### config.mk
export PLATFORM = sky130hd
export DESIGN_NAME = hamming_uart_tx
export DESIGN_NICKNAME = d
export VERILOG_FILES = /design/src/rtl/hamming_uart_tx.sv
export SDC_FILE = /design/constraint.sdc
export NUM_CORES = 1
export LEC_CHECK = 0
export ABC_AREA = 1
export BUFFER_PORTS_ARGS = -buffer_cell sky130_fd_sc_hd__buf_2
export CAP_MARGIN = 20
export CORE_AREA = 2 2 65 67
export CTS_CLUSTER_SIZE = 14
export DETAILED_ROUTE_END_ITERATION = 8
export DIE_AREA = 0 0 67 69
export SKIP_LAST_GASP = 1
export SLEW_MARGIN = 30
export SYNTH_ARGS = -nofsm -noshare
export SYNTH_HDL_FRONTEND = slang
export SYNTH_SLANG_ARGS = --single-unit
### constraint.sdc
create_clock -name clk -period 1.8 [get_ports clk]
set_input_delay 0.09 -clock clk [delete_from_list [all_inputs] [get_ports clk]]
set_output_delay 0.09 -clock clk [all_outputs]
set_load 0.01 [all_outputs]
### src/rtl/hamming_uart_tx.sv
// hamming_uart_tx: Hamming(7,4) encoder feeding an 8N1-style UART transmitter.
// A nibble accepted on a data_valid/data_ready handshake is encoded, optionally
// corrupted in one bit (inject_err) and shifted out LSB first:
//   start(0), code[0..6], [even parity], stop(1), CLKS_PER_BIT cycles per bit.
// Build option: define HAMMING_UART_TX_PARITY_EN to insert the parity bit
// (10-bit frame); without it the frame is 9 bits.
module hamming_uart_tx #(
  parameter int CLKS_PER_BIT = 16
) (
  input  logic       clk,
  input  logic       rst,
  input  logic       ena,
  input  logic [3:0] data_in,
  input  logic       data_valid,
  input  logic [2:0] inject_err,
  output logic       data_ready,
  output logic       tx,
  output logic       busy,
  output logic       frame_done,
  output logic [6:0] code_out
);

  localparam logic [2:0] S_IDLE   = 3'd0;
  localparam logic [2:0] S_START  = 3'd1;
  localparam logic [2:0] S_DATA   = 3'd2;
`ifdef HAMMING_UART_TX_PARITY_EN
  localparam logic [2:0] S_PARITY = 3'd3;
`endif
  localparam logic [2:0] S_STOP   = 3'd4;

  localparam logic [9:0] BAUD_LAST = 10'(CLKS_PER_BIT - 1);
  localparam logic [2:0] IDX_LAST  = 3'd6;

  logic [2:0] state_q, state_d;
  logic [9:0] baud_q, baud_d;
  logic [2:0] idx_q, idx_d;
  logic [6:0] code_q, code_d;

  logic       baud_done;
  logic       handshake;
  logic [6:0] enc;
  logic [6:0] err_mask;

  // Hamming(7,4) encoder and single-bit error-injection mask
  always_comb begin
    enc[0] = data_in[0] ^ data_in[1] ^ data_in[3];
    enc[1] = data_in[0] ^ data_in[2] ^ data_in[3];
    enc[2] = data_in[0];
    enc[3] = data_in[1] ^ data_in[2] ^ data_in[3];
    enc[4] = data_in[1];
    enc[5] = data_in[2];
    enc[6] = data_in[3];
    err_mask = '0;
    if (inject_err != 3'd0) begin
      err_mask[inject_err - 3'd1] = 1'b1;
    end
  end

  // Handshake and status outputs derived from registered state
  always_comb begin
    data_ready = (state_q == S_IDLE) && ena && !rst;
    handshake  = data_valid && data_ready;
    baud_done  = (baud_q == BAUD_LAST);
    busy       = (state_q != S_IDLE);
    frame_done = (state_q == S_STOP) && baud_done;
    code_out   = code_q;
  end

  // Next-state logic: one baud period per bit, bit index walks 0..6 in DATA
  always_comb begin
    state_d = state_q;
    baud_d  = baud_q;
    idx_d   = idx_q;
    code_d  = code_q;
    case (state_q)
      S_IDLE: begin
        if (handshake) begin
          state_d = S_START;
          baud_d  = '0;
          idx_d   = '0;
          code_d  = enc ^ err_mask;
        end
      end
      S_START: begin
        if (baud_done) begin
          state_d = S_DATA;
          baud_d  = '0;
          idx_d   = '0;
        end else begin
          baud_d = baud_q + 10'd1;
        end
      end
      S_DATA: begin
        if (baud_done) begin
          baud_d = '0;
          if (idx_q == IDX_LAST) begin
            idx_d = '0;
`ifdef HAMMING_UART_TX_PARITY_EN
            state_d = S_PARITY;
`else
            state_d = S_STOP;
`endif
          end else begin
            idx_d = idx_q + 3'd1;
          end
        end else begin
          baud_d = baud_q + 10'd1;
        end
      end
`ifdef HAMMING_UART_TX_PARITY_EN
      S_PARITY: begin
        if (baud_done) begin
          state_d = S_STOP;
          baud_d  = '0;
        end else begin
          baud_d = baud_q + 10'd1;
        end
      end
`endif
      S_STOP: begin
        if (baud_done) begin
          state_d = S_IDLE;
          baud_d  = '0;
        end else begin
          baud_d = baud_q + 10'd1;
        end
      end
      default: begin
        state_d = S_IDLE;
        baud_d  = '0;
        idx_d   = '0;
      end
    endcase
  end

  // Serial line: decoded from state so it follows the state register directly
  always_comb begin
    tx = 1'b1;
    case (state_q)
      S_START:  tx = 1'b0;
      S_DATA:   tx = code_q[idx_q];
`ifdef HAMMING_UART_TX_PARITY_EN
      S_PARITY: tx = ^code_q;
`endif
      default:  tx = 1'b1;
    endcase
  end

  // State registers with synchronous reset; reset truncates any frame
  always_ff @(posedge clk) begin
    if (rst) begin
      state_q <= S_IDLE;
      baud_q  <= '0;
      idx_q   <= '0;
      code_q  <= '0;
    end else begin
      state_q <= state_d;
      baud_q  <= baud_d;
      idx_q   <= idx_d;
      code_q  <= code_d;
    end
  end

endmodule
==> impl_results.md, run 1 <==
* Vias/cell at 4.852
* Reg-to-reg slack, setup at approximately 0.28 ns
* Critical Path AT at 1.53 ns
* Worst VDD drop at 551.5 uV
* Largest family of logic cells by synthesized area: simple AND/OR/NAND/NOR gates
* Setup violators final at 0
* FF-to-FF Start: baud_q[1]
* Sink Count at 23
* Die height at 69 um
* Post-Synthesis Cells at about 260
* Num CTS Buffers at 3
* CP Buf/Inv Count at 2
* Setup slack at placement at between 0.2 and 0.25 ns
* Iter 0 DRT Violations at 84
* Critical Path Start: idx_q[0]
* Synth warn at 0
* CTS Root Cell: clkbuf_8
* Via count at ~1600
* Reg-to-Reg End: baud_q[3]
* Worst-skew pair later-pin latency at between 0.2 and 0.3 ns
* Hold path cells at 3
* H-tree depth at 1
* Fin crit share at 0.9007
* Worst Min Path Start: data_valid
* Status: complete, no violations
* Antenna violations before repair at 0
* Period minus WS final at 1.621 ns
* Post-synthesis net count at around 270
* Yosys cell types at 32
* Antenna-violating nets left at 0
* Remaining DRCs at 0
* Mean post-synth cell area at 6.314 sq um
* Area grow syn2layout at 10.94%
* #FFs+latches synth at 23
* Post-synthesis mux area share at 0
* Yosys top cell area share at 0.2816
* Global routing's busiest layer: met2
* Routed WL per cell at 10.81 um
* Synth Area in Adders at 0.02295
* M3 GR Usage at 0.03263
* Critical path's slowest cell: dfxtp_1
* RSZ-0062 raised after global routing: no
* Final hold vios at 0
* IO Count at 22
* Congestion Overflow GR at 0
* Register area share after synthesis at 0.2816
* Maximum fanout along the worst path at 9
* All-Layer GR Usage at 0.1740
* Clk slew on worst S/H paths at roughly 0.080 ns
* Kind of critical path: register to output pin
* Reg power frac at 0.378
* Endpoint, Worst Hold: state_q[0]
* Longest Clk Path Bufs at 2
* # rows at 23
* Clock Skew at 0.001776 ns
* Layout Nets at 295
* Synth Area in Simple Gates at 0.4124
* Design area at 0.001814 sq mm
* Met1 Track Usage GR at 0.2308
* Core box area at 0.003914 sq mm
* Routed WL at 3567 um
* P_leak at 0.8772 nW
* Fillers at 448
* Max_slew headroom at 0.8090
* HP Class: input port to register
* Delay-heaviest family, CP: flip-flops
* Largest net degree at the start of global routing at 13
* TritonCTS clock tree: yes
* # hold bufs at CTS at 0
* Slowest Stage Delay on Critical Path at 0.49 ns
* R2r worst-path depth at 8
* Worst slew pin tran at 0.2855 ns
* Drt pass-1 iters at 4
* Port-buffer cells at 21
* Placer Congestion at 0.8471
* ANT cells at 0
* PD cells at 932.7 mW/mm^2
* Compound-cell area share of the yosys netlist at 0.1270
* Setup TNS at 0 ns
* Fin. max-slew vios at 0
* Critical path startpoint category: register
* Comb pwr share at 0.430
* Die X at approximately 67 um
* Largest cells by area after synthesis: dfxtp_1 28%, nand2_1 16%, inv_1 9.6%, nand3_1 8.3%, nor2_1 5.3%
* Cell-internal power at 0.9790 mW
* First-pass GRT wire length at 6458 um
* Switching part of the total at 0.4214
* Detail Placement HPWL at 2852 um
* Ys async rst share at 0
* Met2 Track Usage GR at 0.2849
* CP Cell Sequence: inv_1 -> o21ai_0 -> nand2_1 -> o21ai_0 -> nand2_1 -> buf_2
* Crit path capture type: output pin
* Number of global-route vias before repair at 1464
* Fmax achieved at approximately 0.62 GHz
* Post-synth EDFFs at 0
* Die Area at 0.004623 sq mm
* Yosys top cell by area: dfxtp_1
* Placement Cell Area at 0.001768 sq mm
* Required time worst endpoint at 1.71 ns
* Clock power share at 0.192
* Final setup margin at between 0.15 and 0.2 ns
* MaxCap Viol Count at 0
* XOR/XNOR Fraction of Synth Area at 0.02142
* Top FF cell, synth: dfxtp_1
* Proportion of layout cells with a drive suffix above 1 at 0.1643
* Synthesized cell area at 0.001635 sq mm
* Initial core utilization at 0.4178
* Switching power total at 0.7131 mW
## cells by family after synthesis
logic type / count (synthesis)
AOI/OAI and AO/OA: 34
xor gates and xnor gates: 4
adders and majority gates: 3
buffers and inverters: 50
DFF: 23
and+or+nand+nor: 145
## worst max path at each step
stage | endpoint | cells after the start | slack, ns
6_report | tx | 6 | 0.18
4_1_cts | frame_done | 6 | 0.12
2_1_floorplan | baud_q[4] | 8 | 0.44
3_5_place_dp | baud_q[3] | 8 | 0.23
5_1_grt | frame_done | 6 | 0.04
3_3_place_gp | baud_q[4] | 8 | 0.29
## Yosys cell counts, types with 2 or more instances
cell      count
nor3_1        5
o211ai_1      2
dfxtp_1      23
nand2_1      68
xor2_1        4
nand3_1      27
nor3_2        2
o21a_1        5
nand4_1       7
ha_1          3
buf_6         3
inv_1        42
a21oi_1      14
o21ai_0       5
o21ai_1       4
nor2_1       23
nand2_2       5
nor2_2        3
## per-layer routing
layer / share of wire / vias up
li1: - / 865
met1: 0.48 / 707
met2: 0.48 / 23
met3: 0.030 / 6
met4: 0.016 / 0
met5: 0 / -
## layout by cell type (no fill, tap or decap), types with 5 or more instances in the layout
master,Yosys,final
o21ai_0,5,5
buf_2,1,21
inv_1,42,42
nor2_1,23,23
nor3_1,5,5
a21oi_1,14,14
nand4_1,7,7
nand2_1,68,68
dfxtp_1,23,22
o21a_1,5,5
nand3_1,27,27
nand2_2,5,5
## flip-flops by register name (all words and copies together), names as in the netlist
| signal | cells |
|---|---|
| state_q | 3 |
| idx_q | 3 |
| code_out | 7 |
| baud_q | 10 |
## metrics by stage
| stage | hold WS [ns] | util | std cells | power [mW] |
|---|---|---|---|---|
| after global routing | 0.1697 | 0.4636 | 330 | 1.858 |
| final | 0.1667 | 0.4636 | 330 | 1.692 |
| after global placement | 0.4510 | 0.4517 | 326 | 1.380 |
| after floorplan | 0.2583 | - | 259 | 1.219 |
| after detailed placement | 0.4417 | 0.4517 | 326 | 1.378 |
| after CTS | 0.1653 | 0.4632 | 330 | 1.706 |
## power groups by stage
stage | logic (mW) | registers (mW) | clock network [mW]
6_report | 0.727 | 0.640 | 0.325
5_1_grt | 0.840 | 0.654 | 0.363
4_1_cts | 0.730 | 0.638 | 0.338
3_5_place_dp | 0.729 | 0.650 | 0
3_3_place_gp | 0.733 | 0.646 | 0
2_1_floorplan | 0.593 | 0.625 | 0
## area by class of cell
type | count | area (sq um) | share of cell area
multi-input combinational | 186 | 954.7 | 0.5262
clock buffer | 4 | 45.04 | 0.02483
tap | 50 | 62.56 | 0.03448
inverter | 45 | 177.7 | 0.09793
sequential | 23 | 461.7 | 0.2545
timing repair buffer | 22 | 112.6 | 0.06207
## worst reg2reg max path, stage by stage, from the launching register on
cell and delay (ns):
dfxtp_1 0.41, ha_1 0.23, nand3_2 0.14, nor2_2 0.13
nand2_2 0.11, nand2_2 0.10, nand2_1 0.08, nand2_2 0.16
nor3_1 0.07
## timing repair
action                                  CTS  global route
endpoints found under the setup margin    0             1
setup buffers                             0             0
gates resized for setup                   0             1
Note: power is estimated with default switching activity, not from simulation.
==> run 2: changes to the inputs <==
Clock period 1.8 ns to 1.7 ns, I/O delays scaled along.
==> impl_results.md, run 2 (synthesis results as in run 1) <==
* Detail Placement HPWL at 2876 um (+0.86%)
* Largest register FFs at 10 (unchanged)
* Routed WL per cell at 11.03 um (+2.1%)
* CP Cell Sequence: ha_1 -> nand3_2 -> nor2_2 -> nand2_2 -> nor2_1 -> buf_2
* PD cells at 988.5 mW/mm^2 (+6.0%)
* Critical Path AT at 1.52 ns (about the same)
* # rows at 23 (unchanged)
* Core box area at 0.003914 sq mm (unchanged)
* Iter 0 DRT Violations at 91 (+8.3%)
* Antenna violations before repair at 0 (unchanged)
* Antenna-violating nets left at 0 (unchanged)
* Status: complete, no violations
* Congestion Overflow GR at 0 (unchanged)
* H-tree depth at 1 (unchanged)
* Clk slew on worst S/H paths at 0.09 ns (about the same)
* Fin crit share at 0.9451
* Clock Skew at 0.007960 ns (+0.006184 ns)
* Area grow syn2layout at 11.09%
* Num CTS Buffers at 3 (unchanged)
* Remaining DRCs at 0 (unchanged)
* Period minus WS final at 1.607 ns
* # hold bufs at CTS at 0 (unchanged)
* Reg with most FFs: baud_q
* HP Class: input port to register
* Sink Count at 23 (unchanged)
* RSZ-0062 raised after global routing: yes
* Post-CTS Setup Bufs at 0 (unchanged)
* Crit path capture type: output pin
* IO Count at 22 (unchanged)
* Number of global-route vias before repair at 1414 (-3.4%)
* Required time worst endpoint at 1.62 ns (-0.09 ns)
* Die height at 69 um (unchanged)
* Critical Path Start: baud_q[1]
* CTS Root Cell: clkbuf_8
* Delay-heaviest family, CP: simple AND/OR/NAND/NOR gates
* Routed WL at 3641 um (+2.1%)
* All-Layer GR Usage at 0.1651 (-0.008842)
* MaxCap Viol Count at 0 (unchanged)
* Worst VDD drop at 432.4 uV (-22%)
* Hold WS at 0.1639 ns (-0.002807 ns)
* Worst slew pin tran at 0.2872 ns (+0.001770 ns)
* CP Buf/Inv Count at 1 (-1)
* Worst-skew pair later-pin latency at 0.26 ns (about the same)
* CP Depth at 6 (unchanged)
* Placer Congestion at 0.8637 (+2.0%)
* Layout Nets at 295 (unchanged)
* Critical path startpoint category: register
* Reg-to-reg slack, setup at 0.19 ns (-0.09 ns)
* Final hold vios at 0 (unchanged)
* First-pass GRT wire length at 6099 um (-5.6%)
* Placed insts at 326 (unchanged)
* Design area at 0.001817 sq mm (+0.14%)
* Max_slew headroom at 0.8078 (-0.001184)
* FF-to-FF Start: baud_q[1]
* TritonCTS clock tree: yes
* Largest net degree at the start of global routing at 14 (+1)
* Finished Layout Cells at 330 (unchanged)
* Slowest Stage Delay on Critical Path at 0.42 ns (-0.07 ns)
* Commonest non-fill, non-tap cell in the layout: nand2_1
* Die X at 67 um (unchanged)
* Longest Clk Path Bufs at 2 (unchanged)
* CP endpoint: frame_done
* Reg-to-Reg End: baud_q[3]
* Proportion of layout cells with a drive suffix above 1 at 0.1714 (+0.007143)
* Via count at 1573 (-1.7%)
* Setup violators final at 0 (unchanged)
* Drt pass-1 iters at 4 (unchanged)
* Fillers at 454 (+1.3%)
* Most frequent cells in the layout: 68 x nand2_1, 42 x inv_1, 27 x nand3_1
* Die Area at 0.004623 sq mm (unchanged)
* Maximum fanout along the worst path at 5 (-4)
* R2r worst-path depth at 8 (unchanged)
* Critical path's slowest cell: dfxtp_1
* Kind of critical path: register to output pin
* ANT cells at 0 (unchanged)
* Initial core utilization at 0.4178 (unchanged)
* Vias/cell at 4.767 (-1.7%)
* Setup TNS at 0 ns (unchanged)
* Total Power at 1.796 mW (+6.1%)
* P_leak at 0.8803 nW (+0.35%)
* Placement Cell Area at 0.001768 sq mm (unchanged)
* Port-buffer cells at 21 (unchanged)
* Fin. max-slew vios at 0 (unchanged)
* Fmax achieved at 0.6224 GHz
==> run 2: timing repair <==
item,CTS,global route
setup endpoints to repair,0,3
endpoints found under the hold margin,0,0
resized for setup,0,2
==> run 2: final cells by class <==
type / instances / area (sq um) / area share
flip-flops and latches: 23 / 462.9 / 0.2548
inverters: 45 / 177.7 / 0.09780
clock inverters: 1 / 5.005 / 0.002755
clock buffers: 3 / 41.29 / 0.02273
repair buffers: 22 / 112.6 / 0.06198
multi-input cells: 186 / 954.7 / 0.5255
well taps: 50 / 62.56 / 0.03444
==> run 2: layer usage <==
layer / wire (um) / up-vias / global-route usage / part of all wire
met5: 0 / - / 0 / 0
met4: 21 / 0 / 0.03855 / 0.0058
met3: 66 / 2 / 0.03100 / 0.018
met2: 1779 / 18 / 0.2827 / 0.49
met1: 1773 / 692 / 0.2099 / 0.49
li1: - / 861 / - / -
==> run 2: metrics by stage <==
stage	setup slack, ns	util
after CTS	0.03518	0.4636
final	0.09325	0.4642
after global placement	0.1913	0.4517
after global routing	-0.02311	0.4642
after detailed placement	0.1456	0.4517
after floorplan	0.3406	-
==> run 2: how the worst min path moves through the flow <==
stage                from         end  slack (ns)  cells after the start
6_report       data_valid  state_q[0]        0.16                      3
5_1_grt        data_valid  state_q[0]        0.16                      3
4_1_cts        data_valid  state_q[0]        0.17                      3
3_5_place_dp   data_valid  state_q[0]        0.45                      3
3_3_place_gp   data_valid  state_q[0]        0.44                      3
2_1_floorplan  data_valid  state_q[0]        0.25                      2
==> run 2: worst register-to-register path: stages (launching register included) <==
cell and delay, ns:
dfxtp_1 0.42, ha_1 0.23, nand3_2 0.14, nor2_2 0.12, nand2_2 0.11, nand2_2 0.10, nand2_1 0.08, nand2_2 0.15
nor3_1 0.07
==> run 2: where the power goes <==
part | total [mW] | switching (mW) | internal [mW]
logic | 0.772 | 0.505 | 0.267
clock network | 0.342 | 0.178 | 0.164
registers | 0.682 | 0.0769 | 0.605
total | 1.80 | 0.760 | 1.04
==> run 3: changes to the inputs <==
Settings changed: ABC_AREA 1 to unset, CORE_AREA 2 2 65 67 to 2 2 61 63, DIE_AREA 0 0 67 69 to 0 0 63 65.
==> impl_results.md, run 3 <==
* Post-synth EDFFs at 0 (unchanged)
* Critical path startpoint category: register
* All-Layer GR Usage at 0.1752 (+0.01003)
* PD cells at 1245 mW/mm^2 (+26%)
* Detail Placement HPWL at 2626 um (-8.7%)
* Placed insts at 247 (-24%)
* Top FF cell, synth: dfxtp_1
* Worst slew pin tran at 0.7387 ns (+0.4514 ns)
* Initial core utilization at 0.4127 (-0.005169)
* P_leak at 0.6971 nW (-21%)
* R2r worst-path depth at 5 (-3)
* Iter 0 DRT Violations at 60 (-34%)
* Failing checks: setup timing
* Via count at 1365 (-13%)
* Vias/cell at 5.374 (+13%)
* Reg-to-reg slack, setup at -0.36 ns (-0.55 ns)
* Critical Path AT at 2.31 ns (+0.79 ns)
* Synthesized cell area at 0.001443 sq mm (-12%)
* Core box area at 0.003496 sq mm (-11%)
* Period minus WS final at 2.064 ns (+0.4576 ns)
* Num CTS Buffers at 3 (unchanged)
* Clk slew on worst S/H paths at 0.13 ns (+0.04 ns)
* TritonCTS clock tree: yes
* Register area share after synthesis at 0.3192 (+0.03761)
* ANT cells at 0 (unchanged)
* CTS Root Cell: clkbuf_4
* Routed WL at 3507 um (-3.7%)
* Yosys top cell by area: dfxtp_1
* Max_slew headroom at 0.5024 (-0.3054)
* CP endpoint: idx_q[1]
* Die height at 65 um (-5.8%)
* Number of global-route vias before repair at 1301 (-8.0%)
* Hold WS at 0.09575 ns (-0.06810 ns)
* Port-buffer cells at 21 (unchanged)
* Area grow syn2layout at 29.92%
* IO Count at 22 (unchanged)
* Most frequent cell after synthesis: dfxtp_1
* Yosys cell types at 42 (+31%)
* Antenna-violating nets left at 0 (unchanged)
* Worst VDD drop at 485.4 uV (+12%)
* Finished Layout Cells at 254 (-23%)
* Reg with most FFs: baud_q
* Mean post-synth cell area at 8.851 sq um (+40%)
* Sink Count at 23 (unchanged)
* RSZ-0062 raised after global routing: yes
* Fmax achieved at 0.4844 GHz (-22%)
* Fin crit share at 1.214 (+0.2692)
* Drt pass-1 iters at 4 (unchanged)
* Die X at 63 um (-6.0%)
* Largest register FFs at 10 (unchanged)
* #FFs+latches synth at 23 (unchanged)
* Synth warn at 0 (unchanged)
* Largest cells by area after synthesis: dfxtp_1 32%, xnor2_1 11%, a211oi_1 6.2%, nand2b_1 3.5%, nor3_1 3.5%
* Final hold vios at 0 (unchanged)
* # hold bufs at CTS at 0 (unchanged)
* Post-Synthesis Cells at 163 (-37%)
* # rows at 22 (-4.3%)
* Final setup margin at -0.3644 ns (-0.4576 ns)
* Critical Path Start: baud_q[4]
* Antenna violations before repair at 0 (unchanged)
* Largest net degree at the start of global routing at 28 (+14)
* Maximum fanout along the worst path at 6 (+1)
* First-pass GRT wire length at 5720 um (-6.2%)
* Most frequent cells in the layout: 24 x buf_4, 21 x buf_2, 18 x xnor2_1, 18 x dfxtp_1, 11 x a211oi_1
* Fin. max-slew vios at 0 (unchanged)
* Reg-to-Reg End: idx_q[1]
* Worst-skew pair later-pin latency at 0.32 ns (+0.06 ns)
* Die Area at 0.004095 sq mm (-11%)
* Ys async rst share at 0 (unchanged)
* Kind of critical path: register to register
* Most frequent cells after synthesis: 23 x dfxtp_1, 18 x xnor2_1, 12 x a211oi_1
* Remaining DRCs at 0 (unchanged)
* HP Class: input port to register
* FF-to-FF Start: baud_q[4]
* Congestion Overflow GR at 0 (unchanged)
* Commonest non-fill, non-tap cell in the layout: buf_4
* Layout Nets at 221 (-25%)
* Status: finished, violations left
* Placer Congestion at 0.8090 (-6.3%)
* Longest Clk Path Bufs at 2 (unchanged)
* MaxCap Viol Count at 0 (unchanged)
* Required time worst endpoint at 1.95 ns (+0.33 ns)
* Proportion of layout cells with a drive suffix above 1 at 0.3398 (+0.1684)
* H-tree depth at 1 (unchanged)
* Clock Skew at 0.007111 ns (-0.0008492 ns)
* Routed WL per cell at 13.81 um (+25%)
* Post-synthesis net count at 177 (-35%)
* Yosys top cell area share at 0.3192 (+0.03761)
* Setup violators final at 18 (+18)
* Crit path capture type: register
## run 3: changes by cell type after synthesis, moves of 6 or more
| cell | change |
|---|---|
| a211oi_1 | +12 |
| a21oi_1 | -9 |
| clkbuf_1 | +6 |
| inv_1 | -36 |
| nand2_1 | -62 |
| nand2b_1 | +8 |
| nand3_1 | -24 |
| nor2_1 | -12 |
| xnor2_1 | +18 |
## run 3: critical path: stages (launching register included)
cell and delay [ns]:
dfxtp_2 0.34, or4_1 0.50, or4_4 0.48, buf_4 0.18, or3_4 0.38, o22ai_2 0.11
## run 3: power breakdown
part           internal, mW  leakage (nW)  switching (mW)
registers             0.608         0.189          0.0811
clock network        0.0881        0.0177           0.174
logic                 0.654         0.490           0.728
total                  1.35         0.697           0.984
## run 3: stage by stage
step | instance area (sq um) | TNS [ns] | worst slack [ns] | utilization | total power [mW]
after global placement | 1782 | -2.925 | -0.2326 | 0.5097 | 1.833
final | 1874 | -5.122 | -0.3644 | 0.5361 | 2.333
after global routing | 1874 | -6.218 | -0.4194 | 0.5361 | 2.472
after floorplan | 1466 | -2.778 | -0.2138 | - | 1.431
after CTS | 1839 | -3.834 | -0.3633 | 0.5261 | 2.186
after detailed placement | 1782 | -3.278 | -0.2922 | 0.5097 | 1.861
## run 3: kinds of logic after synthesis
family / Yosys count / share of synthesized area
muxes: 5 / 0.04337
xor gates and xnor gates: 22 / 0.1336
buffers and inverters: 15 / 0.04510
and+or+nand+nor: 57 / 0.2264
DFF: 23 / 0.3192
adders and majority gates: 3 / 0.02602
AOI/OAI and AO/OA: 38 / 0.2064
## run 3: repair_timing
item,4_1_cts,5_1_grt
buffers inserted,1,2
gates resized for setup,6,6
endpoints found under the setup margin,18,18
gates cloned,0,1
pin swaps,1,4
## run 3: worst min path at each step
stage / cells after the start / slack (ns) / startpoint / endpoint
floorplan: 2 / 0.29 / data_in[0] / code_out[2]
global placement: 3 / 0.45 / data_in[0] / code_out[2]
detailed placement: 3 / 0.45 / data_in[0] / code_out[2]
CTS: 3 / 0.1 / data_in[0] / code_out[2]
global route: 3 / 0.10 / data_in[0] / code_out[2]
finish: 3 / 0.1 / data_in[0] / code_out[2]
## run 3: final cells by class
type                       count  area [sq um]
fill                         346          1622
multi-input combinational    125         969.7
sequential                    23         466.7
timing repair buffer          48         327.8
tap                           48         60.06
clock buffer                   3         22.52
inverter                       6         22.52
clock inverter                 1         5.005
## run 3: routing by layer
metal,vias up,track usage,wire [um]
met3,6,0.02778,143
li1,681,-,-
met2,25,0.3218,1808
met1,653,0.2045,1501
met4,0,0.06389,53
met5,-,0,0
